[config.mk]
export PLATFORM = sky130hd
export DESIGN_NAME = lasx_bank_seq
export DESIGN_NICKNAME = d
export VERILOG_FILES = /design/src/rtl/lasx_bank_pkg.sv /design/src/rtl/lasx_bank_timer.sv /design/src/rtl/lasx_bank_seq.sv
export SDC_FILE = /design/constraint.sdc
export NUM_CORES = 1
export LEC_CHECK = 0
export ABC_AREA = 1
export BUFFER_PORTS_ARGS = -buffer_cell sky130_fd_sc_hd__buf_2
export CAP_MARGIN = 20
export CORE_MARGIN = 3
export CORE_UTILIZATION = 40
export DETAILED_ROUTE_END_ITERATION = 12
export SLEW_MARGIN = 30
export SYNTH_ARGS = -nofsm -noshare
export SYNTH_HDL_FRONTEND = slang
export SYNTH_SLANG_ARGS = --single-unit
[constraint.sdc]
create_clock -name clk_i -period 2.3 [get_ports clk_i]
set_clock_uncertainty 0.05 [all_clocks]
set_input_delay 0 -clock clk_i [delete_from_list [all_inputs] [get_ports clk_i]]
set_output_delay 0 -clock clk_i [all_outputs]
set_load 0.01 [all_outputs]
[src/rtl/lasx_bank_pkg.sv]
// rtl/lasx_bank_pkg.sv - command encodings, FSM state codes and widths for the latch bank sequencer
package lasx_bank_pkg;

  typedef enum logic [1:0] {
    OP_WRITE  = 2'd0,
    OP_PRESET = 2'd1,
    OP_HOLD   = 2'd2,
    OP_READ   = 2'd3
  } cmd_op_e;

  typedef logic [3:0] state_t;

  localparam state_t ST_IDLE     = 4'd0;
  localparam state_t ST_W_SETUP  = 4'd1;
  localparam state_t ST_W_OPEN   = 4'd2;
  localparam state_t ST_W_CLOSE  = 4'd3;
  localparam state_t ST_P_SET    = 4'd4;
  localparam state_t ST_P_RECOV  = 4'd5;
  localparam state_t ST_HOLD     = 4'd6;
  localparam state_t ST_R_SAMPLE = 4'd7;
  localparam state_t ST_R_RESP   = 4'd8;

  localparam int ERR_CNT_W = 16;

endpackage

[src/rtl/lasx_bank_timer.sv]
// rtl/lasx_bank_timer.sv - loadable down-counter with a zero/done flag
// Shared by the preset strobe and HOLD; holds at zero until reloaded.
module lasx_bank_timer #(
  parameter int W = 8
) (
  input  logic         clk_i,
  input  logic         rst_i,
  input  logic         load_i,
  input  logic [W-1:0] load_val_i,
  input  logic         dec_i,
  output logic         done_o
);

  logic [W-1:0] cnt_q, cnt_d;

  always_comb begin
    cnt_d = cnt_q;
    if (load_i) begin
      cnt_d = load_val_i;
    end else if (dec_i && (cnt_q != '0)) begin
      cnt_d = cnt_q - 1'b1;
    end
  end

  always_ff @(posedge clk_i) begin
    if (rst_i) begin
      cnt_q <= '0;
    end else begin
      cnt_q <= cnt_d;
    end
  end

  assign done_o = (cnt_q == '0);

endmodule

[src/rtl/lasx_bank_seq.sv]
// rtl/lasx_bank_seq.sv - command sequencer generating D/gate/set strobes for a bank of set-able latches
// Optional LASX_BANK_SEQ_CHECK_EN adds an expected-value register and saturating readback error counter.
module lasx_bank_seq
  import lasx_bank_pkg::*;
#(
  parameter int WIDTH   = 8,
  parameter int SET_CYC = 2,
  parameter int CNT_W   = 8
) (
  input  logic             clk_i,
  input  logic             rst_i,
  input  logic             cmd_valid_i,
  output logic             cmd_ready_o,
  input  logic [1:0]       cmd_op_i,
  input  logic [WIDTH-1:0] cmd_data_i,
  input  logic [CNT_W-1:0] cmd_cnt_i,
  output logic [WIDTH-1:0] lat_d_o,
  output logic             lat_en_o,
  output logic             lat_setb_o,
  input  logic [WIDTH-1:0] lat_q_i,
  output logic             rsp_valid_o,
  output logic [WIDTH-1:0] rsp_data_o,
`ifdef LASX_BANK_SEQ_CHECK_EN
  output logic [ERR_CNT_W-1:0] err_cnt_o,
`endif
  output logic             busy_o
);

  localparam int TW = (CNT_W > $clog2(SET_CYC) + 1) ? CNT_W : $clog2(SET_CYC) + 1;

  state_t           state_q, state_d;
  logic             ready_q;
  logic [WIDTH-1:0] data_q;
  logic [WIDTH-1:0] lat_d_q;
  logic             lat_en_q;
  logic             lat_setb_q;
  logic             rsp_valid_q;
  logic [WIDTH-1:0] rsp_data_q;

  logic             accept;
  logic             tmr_load;
  logic [TW-1:0]    tmr_val;
  logic             tmr_dec;
  logic             tmr_done;

  assign accept = cmd_valid_i & ready_q;

  lasx_bank_timer #(.W(TW)) u_timer (
    .clk_i      (clk_i),
    .rst_i      (rst_i),
    .load_i     (tmr_load),
    .load_val_i (tmr_val),
    .dec_i      (tmr_dec),
    .done_o     (tmr_done)
  );

  always_comb begin
    state_d  = state_q;
    tmr_load = 1'b0;
    tmr_val  = '0;
    tmr_dec  = 1'b0;
    case (state_q)
      ST_IDLE: begin
        if (accept) begin
          case (cmd_op_i)
            OP_WRITE:  state_d = ST_W_SETUP;
            OP_PRESET: begin
              state_d  = ST_P_SET;
              tmr_load = 1'b1;
              tmr_val  = TW'(SET_CYC - 1);
            end
            OP_HOLD: begin
              // A zero count still occupies one HOLD cycle.
              state_d  = ST_HOLD;
              tmr_load = 1'b1;
              tmr_val  = (cmd_cnt_i == '0) ? '0 : TW'(cmd_cnt_i - 1'b1);
            end
            default:   state_d = ST_R_SAMPLE;
          endcase
        end
      end
      ST_W_SETUP:  state_d = ST_W_OPEN;
      ST_W_OPEN:   state_d = ST_W_CLOSE;
      ST_W_CLOSE:  state_d = ST_IDLE;
      ST_P_SET: begin
        if (tmr_done) state_d = ST_P_RECOV;
        else          tmr_dec = 1'b1;
      end
      ST_P_RECOV:  state_d = ST_IDLE;
      ST_HOLD: begin
        if (tmr_done) state_d = ST_IDLE;
        else          tmr_dec = 1'b1;
      end
      ST_R_SAMPLE: state_d = ST_R_RESP;
      ST_R_RESP:   state_d = ST_IDLE;
      default:     state_d = ST_IDLE;
    endcase
  end

  // Strobes are registered from the current state, so each lags its state by one edge.
  always_ff @(posedge clk_i) begin
    if (rst_i) begin
      state_q     <= ST_IDLE;
      ready_q     <= 1'b0;
      data_q      <= '0;
      lat_d_q     <= '0;
      lat_en_q    <= 1'b0;
      lat_setb_q  <= 1'b1;
      rsp_valid_q <= 1'b0;
      rsp_data_q  <= '0;
    end else begin
      state_q     <= state_d;
      ready_q     <= (state_d == ST_IDLE);
      if (accept) data_q <= cmd_data_i;
      if (state_q == ST_W_SETUP) lat_d_q <= data_q;
      lat_en_q    <= (state_q == ST_W_OPEN);
      lat_setb_q  <= (state_q != ST_P_SET);
      rsp_valid_q <= (state_q == ST_R_RESP);
      if (state_q == ST_R_SAMPLE) rsp_data_q <= lat_q_i;
    end
  end

  assign cmd_ready_o = ready_q;
  assign busy_o      = ~ready_q;
  assign lat_d_o     = lat_d_q;
  assign lat_en_o    = lat_en_q;
  assign lat_setb_o  = lat_setb_q;
  assign rsp_valid_o = rsp_valid_q;
  assign rsp_data_o  = rsp_data_q;

`ifdef LASX_BANK_SEQ_CHECK_EN
  logic [WIDTH-1:0]     exp_q;
  logic                 exp_vld_q;
  logic [ERR_CNT_W-1:0] err_q;

  always_ff @(posedge clk_i) begin
    if (rst_i) begin
      exp_q     <= '0;
      exp_vld_q <= 1'b0;
      err_q     <= '0;
    end else begin
      if (accept && (cmd_op_i == OP_WRITE)) begin
        exp_q     <= cmd_data_i;
        exp_vld_q <= 1'b1;
      end else if (accept && (cmd_op_i == OP_PRESET)) begin
        exp_q     <= '1;
        exp_vld_q <= 1'b1;
      end
      if ((state_q == ST_R_SAMPLE) && exp_vld_q && (lat_q_i != exp_q) && (err_q != '1)) begin
        err_q <= err_q + 1'b1;
      end
    end
  end

  assign err_cnt_o = err_q;
`endif

endmodule

==> results of run 1 <==
## cells in the mapped netlist (all sizes together)
cell type  instances  area [sq um]
nand2             76           303
nor2              65           284
inv               43           161
nand3             42           215
dfxtp             40           801
o21ai             22           110
ha                 7          87.6
clkinv             5          18.8
a21oi              3          15.0
buf                3          21.3
clkbuf             3          11.3
xor2               3          26.3
nand4              2          12.5
nor3               2          10.0
a31oi              1          6.26
and2               1          6.26
or2                1          6.26
## worst max-delay path: cells and delay by family (launching register included)
| family | cells | cell delay, ns |
|---|---|---|
| AND/OR/NAND/NOR | 7 | 0.76 |
| flip-flops | 1 | 0.37 |
| adder cells (fa/ha/maj) | 1 | 0.21 |
| buffers and inverters | 2 | 0.10 |
## power breakdown
group	internal [mW]	switching, mW
Combinational	0.404	0.658
Sequential	0.836	0.0951
Clock	0.355	0.250
Total	1.60	1.00
## final cells by class
class	count	area share, %
Inverter	48	6.69
Tap cell	67	3.11
Timing Repair Buffer	67	15.7
Clock inverter	2	1.44
Multi-Input combinational cell	225	40.2
Clock buffer	6	3.07
Sequential cell	40	29.8
## registers in the layout, indices dropped and copies added, names as in the netlist
| name | cells |
|---|---|
| rsp_data_o | 8 |
| cmd_ready_o | 1 |
| u_timer.cnt_q | 8 |
| lat_setb_o | 1 |
| lat_d_o | 8 |
| state_q | 4 |
| rsp_valid_o | 1 |
| data_q | 8 |
| lat_en_o | 1 |
## layout by cell type (no fill, tap or decap)
| cell type | instances |
|---|---|
| nand2_1 | 73 |
| nor2_1 | 59 |
| buf_2 | 49 |
| inv_1 | 41 |
| nand3_1 | 41 |
| dfxtp_1 | 40 |
| o21ai_0 | 20 |
| dlygate4sd3_1 | 17 |
| ha_1 | 7 |
| clkbuf_8 | 6 |
| nor2_4 | 5 |
| clkinv_1 | 5 |
| a21oi_1 | 3 |
| xor2_1 | 3 |
| nand4_1 | 2 |
| nand2_4 | 2 |
| inv_2 | 2 |
| nor3_1 | 2 |
| o21ai_1 | 2 |
| nor2_2 | 1 |
| nand2_2 | 1 |
| nand3_2 | 1 |
| and2_1 | 1 |
| or2_2 | 1 |
| a31oi_1 | 1 |
| bufinv_16 | 1 |
| clkinv_4 | 1 |
| buf_4 | 1 |
## through the flow
step,instance area (sq um),hold WS (ns),setup WS (ns),utilization (%),cells
after CTS,2690,0.0676,0.705,55.2,455
final,2690,0.0724,0.709,55.2,455
after floorplan,2100,0.0531,0.916,-,319
after global routing,2690,0.123,0.490,55.2,455
after detailed placement,2400,0.144,0.720,49.2,430
after global placement,2400,0.139,0.735,49.2,430
## routing by layer
| layer | routed length (um) | share of wire [%] | vias to the layer above | track usage [%] |
|---|---|---|---|---|
| met5 | 0 | 0 | - | 0 |
| met4 | 102 | 2.1 | 0 | 7.34 |
| met1 | 2160 | 44 | 883 | 20.6 |
| li1 | - | - | 1120 | - |
| met3 | 290 | 6.0 | 10 | 4.47 |
| met2 | 2310 | 47 | 50 | 29.6 |
## worst max path at each step
stage	start	to	slack (ns)	cells past startpoint
2_1_floorplan	u_timer.cnt_q[0]$_SDFFE_PP0P_	u_timer.cnt_q[4]$_SDFFE_PP0P_	0.92	11
3_3_place_gp	u_timer.cnt_q[0]$_SDFFE_PP0P_	u_timer.cnt_q[0]$_SDFFE_PP0P_	0.73	10
3_5_place_dp	u_timer.cnt_q[0]$_SDFFE_PP0P_	u_timer.cnt_q[7]$_SDFFE_PP0P_	0.72	10
4_1_cts	u_timer.cnt_q[0]$_SDFFE_PP0P_	u_timer.cnt_q[7]$_SDFFE_PP0P_	0.70	10
5_1_grt	cmd_ready_o$_SDFF_PP0_	u_timer.cnt_q[7]$_SDFFE_PP0P_	0.49	8
6_report	u_timer.cnt_q[0]$_SDFFE_PP0P_	u_timer.cnt_q[0]$_SDFFE_PP0P_	0.71	10
## kinds of logic after synthesis
logic type / count (synthesis)
simple gates: 189
buf+inv: 54
flops: 40
compound gates: 26
fa+ha+maj: 7
xor+xnor: 3
## what timing repair did
action                                 in CTS  in global routing
endpoints found under the hold margin      22                  0
hold buffers                               17                  0
setup buffers                               0                  0
==> results.py, run 1 <==
metrics = {
    "critical_path": {
        "reg2reg_slack_ns": 0.71,
        "slowest_delay_ns": 0.37,
        "cp.arrival_ns": 1.74,
        "r2r-start": "u_timer.cnt_q[0]$_SDFFE_PP0P_",
        "critPathMaxFanout": 9,
        "worstPathCellList": "inv_1 -> ha_1 -> nand2_1 -> nor2_1 -> nand2_1 -> nand2_2 -> nand2_4 -> nand3_1 -> nand2_1 -> inv_1",
        "cp_common_cell": "nand2_1",
        "required_ns": 2.45,
        "end_kind": "flip-flop",
        "ff2ff_path_depth": 10,
        "setup.worst_path.start_class": "flip-flop",
        "r2r-end": "u_timer.cnt_q[0]$_SDFFE_PP0P_",
        "critical_path.slowest_cell": "dfxtp_1",
        "path_class": "flip-flop to flip-flop",
    },
    "timing": {
        "setup_tns_ns": 0,
        "drv_slew": 0,
        "rsz0062_at_grt": "no",
        "fin_crit_sh_pct": 69.2,
        "setup_viol": 0,
        "max_freq_ghz": 0.628,
        "relSlewSlack_pct": 51.3,
        "finalCriticalPeriod_ns": 1.59,
        "worst_pin_slew_ns": 0.730,
        "hold_violations": 0,
    },
    "power_and_ir_drop": {
        "pwr_density_cell_nw_per_um2": 966,
        "p_leak_nw": 1.43,
        "power_mw": 2.60,
        "ir_worst_vdd_uv": 422,
    },
    "hold_path": {
        "whs_path_depth": 6,
        "hold_class": "input port to flip-flop",
        "worstHoldStart": "cmd_cnt_i[2]",
        "whs_endpoint": "u_timer.cnt_q[2]$_SDFFE_PP0P_",
    },
    "synthesis": {
        "synth_nets": 355,
        "ys_seq_area_share_pct": 38.2,
        "muxShareOfSynthArea_pct": 0,
        "synth-compound-area-share_pct": 6.27,
        "synth_top_family_by_area": "simple AND/OR/NAND/NOR gates",
        "syn_inst": 319,
        "synth_cell_types": 25,
        "yosysWarnings": 0,
        "synthSimpleGateAreaFrac_pct": 39.9,
        "ys_ff_latch": 40,
        "synth_area_sq_um": 2100,
        "synthAdderAreaFrac_pct": 4.18,
        "synthXorXnorAreaFrac_pct": 1.25,
        "avgSynthCellArea_sq_um": 6.57,
    },
    "job": {
        "cap_violations": 0,
    },
    "routing": {
        "drtPass1Iterations": 4,
        "drc": 0,
        "vias_per_cell": 4.53,
        "via_count": 2063,
        "drt_iter0_drc": 106,
        "drtAntennaViolNets": 0,
        "wire_per_inst_um": 10.7,
        "wirelength_mm": 4.86,
    },
    "floorplanning": {
        "fp.dieW_um": 78.4,
        "fp.dieH_um": 78.4,
        "core_sq_um": 4880,
        "start_util_pct": 42.9,
        "io_pins": 50,
        "die_area_sq_um": 6140,
        "rows": 25,
    },
    "final_layout": {
        "areaGrowthSynthToFinish_pct": 28.4,
        "final_nets": 423,
        "drive_gt1_share_pct": 18.3,
        "fillers": 506,
        "multi_input_area_sq_um": 1080,
        "final-seq-area_sq_um": 801,
        "antenna_cells": 0,
    },
    "clocking": {
        "insertion_delay_ns": 0.29,
        "path_clk_slew_ns": 0.08,
        "cts_buffers": 5,
        "cts.sinks": 40,
        "cts_resized": 0,
        "cts_tree": "yes",
        "clockBufferDepth": 2,
        "htreeDepth": 2,
        "cts_root_buf": "clkbuf_8",
    },
    "placed_design": {
        "io_buffers": 49,
        "gp_congestion": 0.890,
        "hpwl_mm": 3.50,
    },
    "global_routing": {
        "grt_pass1_vias": 1967,
        "grt_pass1_wl_mm": 8.58,
        "antenna_found_initial": 0,
        "grt_max_degree": 28,
        "grt_overflow": 0,
        "grt_use_total_pct": 17.4,
    },
    "outcome": {
        "status": "finished clean",
    },
}
No activity file was read; power rests on OpenSTA's default activity.
==> run 2: changes to the inputs <==
==> constraint.sdc (replaced) <==
create_clock -name clk_i -period 1.5 [get_ports clk_i]
set_clock_uncertainty 0.05 [all_clocks]
set_input_delay 0 -clock clk_i [delete_from_list [all_inputs] [get_ports clk_i]]
set_output_delay 0 -clock clk_i [all_outputs]
set_load 0.01 [all_outputs]
==> results.py, run 2 (synthesized netlist as in run 1, its figures left out) <==
metrics = {
    "outcome": {
        "status": "finished clean",
    },
    "critical_path": {
        "cp.arrival_ns": 1.60,
        "required_ns": 1.65,
        "path_class": "flip-flop to flip-flop",
        "worstPathCellList": "inv_2 -> ha_4 -> nand2_4 -> nor2_4 -> nand2_2 -> nand2_4 -> buf_6 -> nand3_1 -> nand2_1 -> inv_1 -> nand2_1 -> inv_1",
        "reg2reg_slack_ns": 0.05,
        "r2r-end": "u_timer.cnt_q[1]$_SDFFE_PP0P_",
        "critical_path.slowest_cell": "dfxtp_2",
        "critPathMaxFanout": 6,
        "cpLargestDelayFamily": "simple AND/OR/NAND/NOR gates",
        "ff2ff_path_depth": 12,
        "setup.worst_path.start_class": "flip-flop",
        "crit_buf_inv": 4,
        "end_kind": "flip-flop",
        "slowest_delay_ns": 0.33,
        "r2r-start": "u_timer.cnt_q[1]$_SDFFE_PP0P_",
    },
    "power_and_ir_drop": {
        "pwr_density_cell_nw_per_um2": 1490,
        "seq_power_share_pct": 33.7,
        "p_switching_mw": 1.70,
        "ir_worst_vdd_uv": 875,
        "clockPowerShare_pct": 18.0,
        "switching_share_pct": 39.7,
        "power_mw": 4.29,
        "power_frac_comb_pct": 48.3,
        "p_leak_nw": 1.52,
        "p_int_mw": 2.58,
    },
    "global_routing": {
        "grt_overflow": 0,
        "antenna_found_initial": 0,
        "grt_pass1_wl_mm": 8.93,
        "grt_use_total_pct": 17.9,
        "grt_pass1_vias": 2039,
        "grt_max_degree": 26,
    },
    "clocking": {
        "cts_buffers": 5,
        "cts.sinks": 40,
        "cts_tree": "yes",
        "htreeDepth": 2,
        "path_clk_slew_ns": 0.08,
        "insertion_delay_ns": 0.29,
        "cts_root_buf": "clkbuf_8",
        "clockBufferDepth": 2,
    },
    "floorplanning": {
        "io_pins": 50,
        "fp.dieH_um": 78.4,
        "fp.dieW_um": 78.4,
        "rows": 25,
        "core_sq_um": 4880,
        "start_util_pct": 42.9,
        "die_area_sq_um": 6140,
    },
    "final_layout": {
        "mostFrequentLayoutCell": "nand2_1",
        "layout_common_cells": "nand2_1, nor2_1, buf_2, nand3_1, inv_1",
        "areaGrowthSynthToFinish_pct": 37.6,
        "antenna_cells": 0,
        "drive_gt1_share_pct": 25.6,
        "final_nets": 441,
    },
    "timing": {
        "finalCriticalPeriod_ns": 1.45,
        "hold_violations": 0,
        "relSlewSlack_pct": 73.3,
        "setup_viol": 0,
        "hold_slack_ns": 0.0413,
        "worst_pin_slew_ns": 0.400,
        "fin_crit_sh_pct": 96.8,
        "setup_tns_ns": 0,
        "rsz0062_at_grt": "yes",
        "max_freq_ghz": 0.689,
        "drv_slew": 0,
    },
    "routing": {
        "via_count": 2166,
        "drt_iter0_drc": 130,
        "wire_per_inst_um": 10.9,
        "drtAntennaViolNets": 0,
        "vias_per_cell": 4.58,
        "drtPass1Iterations": 5,
        "drc": 0,
        "wirelength_mm": 5.15,
    },
    "hold_path": {
        "worstHoldStart": "cmd_cnt_i[7]",
        "whs_endpoint": "u_timer.cnt_q[7]$_SDFFE_PP0P_",
        "hold_class": "input port to flip-flop",
        "whs_path_depth": 7,
    },
    "job": {
        "cap_violations": 0,
    },
    "placed_design": {
        "gp_congestion": 0.865,
        "io_buffers": 49,
        "hpwl_mm": 3.60,
    },
}
## run 2: changes by cell type in the layout (fill, tap and decap cells not counted), sizes merged
cell,before,now
bufinv,1,0
clkinv,6,4
clkinvlp,0,2
inv,43,44
buf,50,67
dlygate4sd3,17,18
## run 2: layout make-up
cell class	instances	area [sq um]
fill	499	2000
tap	67	83.8
clock buffer	6	82.6
multi-input combinational	225	1130
timing repair buffer	85	577
sequential	40	810
inverter	48	183
clock inverter	2	15.0
## run 2: routing by layer
| metal | vias up | track usage, % | part of all wire (%) |
|---|---|---|---|
| li1 | 1159 | - | - |
| met1 | 943 | 22.0 | 45 |
| met2 | 51 | 30.4 | 46 |
| met3 | 13 | 4.36 | 6.2 |
| met4 | 0 | 6.29 | 2.4 |
| met5 | - | 0 | 0 |
## run 2: how the worst max path moves through the flow
stage / startpoint / slack, ns / depth (start not counted) / end
3_3_place_gp: u_timer.cnt_q[1]$_SDFFE_PP0P_ / 0.03 / 11 / u_timer.cnt_q[4]$_SDFFE_PP0P_
4_1_cts: u_timer.cnt_q[1]$_SDFFE_PP0P_ / -0.007 / 11 / u_timer.cnt_q[5]$_SDFFE_PP0P_
5_1_grt: u_timer.cnt_q[1]$_SDFFE_PP0P_ / -0.04 / 12 / u_timer.cnt_q[1]$_SDFFE_PP0P_
6_report: u_timer.cnt_q[1]$_SDFFE_PP0P_ / 0.05 / 12 / u_timer.cnt_q[1]$_SDFFE_PP0P_
2_1_floorplan: u_timer.cnt_q[0]$_SDFFE_PP0P_ / 0.12 / 11 / u_timer.cnt_q[4]$_SDFFE_PP0P_
3_5_place_dp: u_timer.cnt_q[1]$_SDFFE_PP0P_ / -0.03 / 11 / u_timer.cnt_q[5]$_SDFFE_PP0P_
## run 2: power groups by stage
stage	clock network, mW	registers [mW]	logic (mW)
floorplan	0	1.47	1.20
CTS	0.794	1.43	1.89
global route	0.836	1.48	2.38
detailed placement	0	1.45	1.75
finish	0.771	1.44	2.07
global placement	0	1.44	1.75
## run 2: timing repair
action	CTS	global route
endpoints found under the setup margin	8	12
hold buffers	18	0
pin swaps	2	6
gates resized for setup	2	27
endpoints found under the hold margin	22	0
buffers inserted	2	5
## run 2: per-stage QoR
step	area, sq um	worst slack [ns]	std cells	util [%]
after floorplan	2100	0.116	319	-
after global placement	2490	0.0342	440	51.0
after detailed placement	2490	-0.0253	440	51.0
after CTS	2790	-0.00710	468	57.1
after global routing	2880	-0.0438	473	59.1
final	2880	0.0482	473	59.1
## run 2: worst register-to-register path, cell delays in order, from the launching register on
cell and delay (ns):
dfxtp_2 0.33, inv_2 0.08, ha_4 0.15, nand2_4 0.06, nor2_4 0.10, nand2_2 0.08
nand2_4 0.12, buf_6 0.13, nand3_1 0.06, nand2_1 0.06, inv_1 0.04, nand2_1 0.05
inv_1 0.03
